## src/rtl/present_pkg.sv

```systemverilog
// Shared PRESENT constants: S-box table, state geometry, FSM encoding and pLayer bit mapping.
package present_pkg;

  localparam int STATE_W = 64;
  localparam int NIBBLES = 16;

  // Entry x is S(x); entry 15 is listed first because the array is packed.
  localparam logic [15:0][3:0] SBOX = {
    4'h2, 4'h1, 4'h7, 4'h4, 4'h8, 4'hF, 4'hE, 4'h3,
    4'hD, 4'hA, 4'h0, 4'h9, 4'hB, 4'h6, 4'h5, 4'hC
  };

  typedef enum logic [1:0] {
    IDLE = 2'd0,
    SUB  = 2'd1,
    DONE = 2'd2
  } state_t;

  function automatic int player_idx(input int i);
    return (i == STATE_W - 1) ? i : (16 * i) % (STATE_W - 1);
  endfunction

endpackage

```

## src/rtl/present_sbox4.sv

```systemverilog
// Combinational 4-bit PRESENT S-box lookup.
module present_sbox4
  import present_pkg::*;
(
  input  logic [3:0] i_nib,
  output logic [3:0] o_nib
);

  assign o_nib = SBOX[i_nib];

endmodule

```

## src/rtl/present_slayer_serial.sv

```systemverilog
// Serialized PRESENT substitution layer, NPC nibbles per cycle, 16/NPC cycles latency.
// Optional pLayer on the output wiring when PRESENT_PLAYER_EN is defined.
module present_slayer_serial
  import present_pkg::*;
#(
  parameter int NPC = 1
) (
  input  logic               clk,
  input  logic               rst_n,
  input  logic               in_valid,
  output logic               in_ready,
  input  logic [STATE_W-1:0] in_state,
  output logic               out_valid,
  input  logic               out_ready,
  output logic [STATE_W-1:0] out_state,
  output logic               busy
);

  localparam int STEPS = NIBBLES / NPC;
  localparam int CNT_W = (STEPS > 1) ? $clog2(STEPS) : 1;
  localparam int SUB_W = 4 * NPC;
  localparam logic [CNT_W-1:0] LAST = CNT_W'(STEPS - 1);

  generate
    if (!(NPC == 1 || NPC == 2 || NPC == 4 || NPC == 8 || NPC == 16)) begin : g_bad_npc
      $error("present_slayer_serial: NPC must be 1, 2, 4, 8 or 16");
    end
  endgenerate

  state_t             r_fsm;
  state_t             w_fsm_nxt;
  logic [STATE_W-1:0] r_work;
  logic [CNT_W-1:0]   r_cnt;
  logic [SUB_W-1:0]   w_sub;
  logic [STATE_W-1:0] w_rot;

  genvar g;
  generate
    for (g = 0; g < NPC; g++) begin : g_sbox
      present_sbox4 u_sbox (
        .i_nib (r_work[4*g +: 4]),
        .o_nib (w_sub[4*g +: 4])
      );
    end

    // Substituted nibbles re-enter at the top so 16/NPC steps restore positions.
    if (NPC == NIBBLES) begin : g_rot_full
      assign w_rot = w_sub;
    end else begin : g_rot_part
      assign w_rot = {w_sub, r_work[STATE_W-1:SUB_W]};
    end
  endgenerate

  always_comb begin
    w_fsm_nxt = r_fsm;
    case (r_fsm)
      IDLE:    if (in_valid) w_fsm_nxt = SUB;
      SUB:     if (r_cnt == LAST) w_fsm_nxt = DONE;
      DONE:    if (out_ready) w_fsm_nxt = IDLE;
      default: w_fsm_nxt = IDLE;
    endcase
  end

  always_ff @(posedge clk or negedge rst_n) begin
    if (!rst_n) begin
      r_fsm  <= IDLE;
      r_work <= '0;
      r_cnt  <= '0;
    end else begin
      r_fsm <= w_fsm_nxt;
      if (r_fsm == IDLE && in_valid) begin
        r_work <= in_state;
        r_cnt  <= '0;
      end else if (r_fsm == SUB) begin
        r_work <= w_rot;
        r_cnt  <= r_cnt + 1'b1;
      end
    end
  end

  assign in_ready  = (r_fsm == IDLE);
  assign out_valid = (r_fsm == DONE);
  assign busy      = (r_fsm != IDLE);

`ifdef PRESENT_PLAYER_EN
  logic [STATE_W-1:0] w_perm;
  generate
    for (g = 0; g < STATE_W; g++) begin : g_player
      assign w_perm[player_idx(g)] = r_work[g];
    end
  endgenerate
  assign out_state = w_perm;
`else
  assign out_state = r_work;
`endif

endmodule

```

## config.mk

```make
export PLATFORM = sky130hd
export DESIGN_NAME = present_slayer_serial
export DESIGN_NICKNAME = d
export VERILOG_FILES = /design/src/rtl/present_pkg.sv /design/src/rtl/present_sbox4.sv /design/src/rtl/present_slayer_serial.sv
export SDC_FILE = /design/constraint.sdc
export NUM_CORES = 1
export LEC_CHECK = 0
export CORE_UTILIZATION = 40
export DETAILED_ROUTE_END_ITERATION = 16
export HOLD_SLACK_MARGIN = 0.15
export PLACE_DENSITY = 0.88
export SLEW_MARGIN = 20
export SYNTH_ARGS = -nofsm -noshare
export SYNTH_HDL_FRONTEND = slang
export SYNTH_SLANG_ARGS = --single-unit
```

## constraint.sdc

```tcl
create_clock -name clk -period 4.8 [get_ports clk]
set_clock_uncertainty 0.2 [all_clocks]
set_input_delay 0.96 -clock clk [delete_from_list [all_inputs] [get_ports clk]]
set_output_delay 0.96 -clock clk [all_outputs]
set_load 0.05 [all_outputs]
```

==> metrics.txt <==
Worst-Skew Late Latency 0.33 ns; Pleak approximately 2.2 nW; sw frac between 40% and 50%; Pint 0.002036 W; syn_nets 405; post-route minimum period 3.228 ns; most crowded layer after global routing met2; Critical Path AT 2.07 ns; fin crit share 67.25%; clk root buf clkbuf_8; Least-Margin Pin Slew between 0.8 and 0.9 ns; clock share of power 14.2%; Hold Fails Final Rpt 0; final core occ 62.56%; Layout Cell Area excl Fill 4860 sq um; Peak VDD IR 541.7 uV; DR iter-0 viols 182; Hold WS 0.2892 ns; Layout Nets roughly 530; crit path launch type flip-flop; Crit Path Class reg2out; setup TNS 0 ns; I/O pins ~140; PwrDens 827.9 nW/um^2; cell total after placement 549; max cap viols 0; met3 Use GR 3.980%; Yosys top cell area share about 54%; GRT overflow 0; share of layout cells above drive strength 1 6.048%; worst-path fanout max 9; remaining antenna violation count 0; Die Wd 91.75 microns; global-route wire length before repair approximately 14 mm; critical path required time approximately 3.6 ns; via count 2,965; Netlist cell types 33; P&R area growth vs syn 50.83%; final wirelength 8.680 mm; n_diodes 0; routability cong. 0.8088; DRC 0; top cells by area, synth dfrtp_1, nand2_1, a22oi_1, buf_2, ha_1; Starting Density 41.48%; IO Port Bufs 134; initial antenna violation count 0; synthesized flop and latch total 70; TritonCTS Buffers 9; CP endpoint kind output pin; CP bufs+invs 2; RSZ-0062 raised after global routing no; crit path cell chain or2_2 -> inv_1 -> clkdlybuf4s50_1; f_max slightly above 300 MHz; slowest CP cell clkdlybuf4s50_1; Max-slew headroom 41.55%; switching power total 0.001987 W; async set-reset flop share out of synthesis between 90% and 100%; # resized after CTS 0; worst hold path class reg2reg; CTS tree built; sequential element share of the synthesized area 54.37%; post-DR wirelength/cell around 15 microns; M2 GR Usage 35.15%; DRT Pass-1 Iters 4; Crit path max-delay family buffers and inverters; Sequential Power Share between 20 and 30%; pins over their slew limit 0; area post-placement 4613 sq um; average instance area after synthesis 9.734 sq um; dpl hpwl 6.073 mm; Combinational Power Share 57.4%; vias per cell 5.248; largest net degree at the start of global routing 40; Die H 91.75 microns; gr usage total between 20% and 30%; status completed; Post-synth EDFFs 0; Final Setup Violations 0; largest buffer count on any clock path 2; clock slew at reported path FFs about 0.070 ns; Hold Buf Count CTS 0; biggest area consumer among synthesized cells dfrtp_1; cell area after synthesis 3222 sq um; met1 Resource Use GR 28.47%; Synth Flop Type dfrtp_1; vias in the first global route between 2,000 and 3,000; # Post-CTS Setup Buffers 0; slowest stage delay, CP 0.79 ns; Die Area about 8400 sq um; synthesis warning total 0; cells after synthesis 331; # rows 32; Core Box Area around 8000 sq um; H-tree depth 3; clock sink count 70; Cell Count, Final, Fillers Out 565
state kept, by name, indices dropped and copies added (netlist names):
| name | flops |
|---|---|
| r_fsm | 2 |
| out_state | 64 |
| r_cnt | 4 |
cell families after synthesis:
| family | synth area share [%] |
|---|---|
| AND/OR/NAND/NOR | 18.72 |
| AO/OA/AOI/OAI | 16.89 |
| flip-flops | 54.37 |
| buffers and inverters | 4.854 |
| adder cells (fa/ha/maj) | 2.330 |
| multiplexers | 2.563 |
| XOR/XNOR | 0.2719 |
final timing paths:
check,slack (ns),cells past startpoint,start,to
max reg2reg,2.40,4,r_fsm[0],r_cnt[3]
max,1.57,3,r_fsm[0],in_ready
max in group asynchronous,2.96,2,rst_n,out_state[36]
min reg2reg,0.29,1,r_cnt[3],r_cnt[3]
min in group asynchronous,0.48,1,rst_n,out_state[39]
min,0.29,1,r_cnt[3],r_cnt[3]
layout make-up:
type	instances	area, sq um
clock buffers	9	123.9
clock inverters	7	122.6
fillers	647	2908
inverters	9	33.78
multi-input cells	229	1326
flip-flops and latches	70	1752
well taps	102	127.6
repair buffers	139	1374
routing by layer:
metal	wire length [microns]	part of all wire [%]	up-vias
met5	0	0	-
met4	74	0.85	0
met3	408	4.7	6
met2	4341	50	95
met1	3855	44	1466
li1	-	-	1398
power by group through the flow:
stage | Clock [W] | Sequential, W | Combinational (W)
floorplan | 0 | 0.00195 | 0.000745
global placement | 0 | 0.00114 | 0.00227
detailed placement | 0 | 0.00114 | 0.00232
CTS | 0.000581 | 0.00114 | 0.00233
global route | 0.000609 | 0.00118 | 0.00245
finish | 0.000571 | 0.00114 | 0.00231
Yosys cell counts (all sizes together), types with 2 or more instances:
| cell type | n |
|---|---|
| and4bb | 2 |
| nor3b | 3 |
| dfrtp | 70 |
| mux4 | 2 |
| mux2i | 3 |
| o21ai | 5 |
| buf | 19 |
| a31oi | 2 |
| clkbuf | 4 |
| nand2 | 129 |
| o21bai | 2 |
| a22oi | 60 |
| nand3 | 3 |
| ha | 6 |
| inv | 9 |
metrics by stage:
| step | total power, W | setup slack (ns) |
|---|---|---|
| 3_3_place_gp | 0.003404 | 1.783 |
| 2_1_floorplan | 0.002691 | 2.370 |
| 5_1_grt | 0.004236 | 1.509 |
| 4_1_cts | 0.004046 | 1.545 |
| 3_5_place_dp | 0.003469 | 1.722 |
| 6_report | 0.004023 | 1.572 |
cell usage in the layout, fill, tap and decap left out, types with 2 or more instances in the layout:
cell	n
buf_4	5
dfrtp_1	70
bufinv_16	3
o21ai_1	2
clkinvlp_4	2
a31oi_1	2
nand3_1	3
o21ai_0	3
and4bb_2	2
ha_1	6
mux2i_1	3
clkbuf_8	9
a22oi_1	60
mux4_1	2
clkdlybuf4s50_1	133
nor3b_1	2
inv_1	9
nand2_1	129
clkinv_4	2
worst register-to-register path: cells and delay by family, from the launching register on:
kind,cells,cell delay (ns)
buf+inv,1,0.45
flops,1,0.55
simple gates,2,0.96
mux,1,0.13
Note: power is estimated with default switching activity, not from simulation.
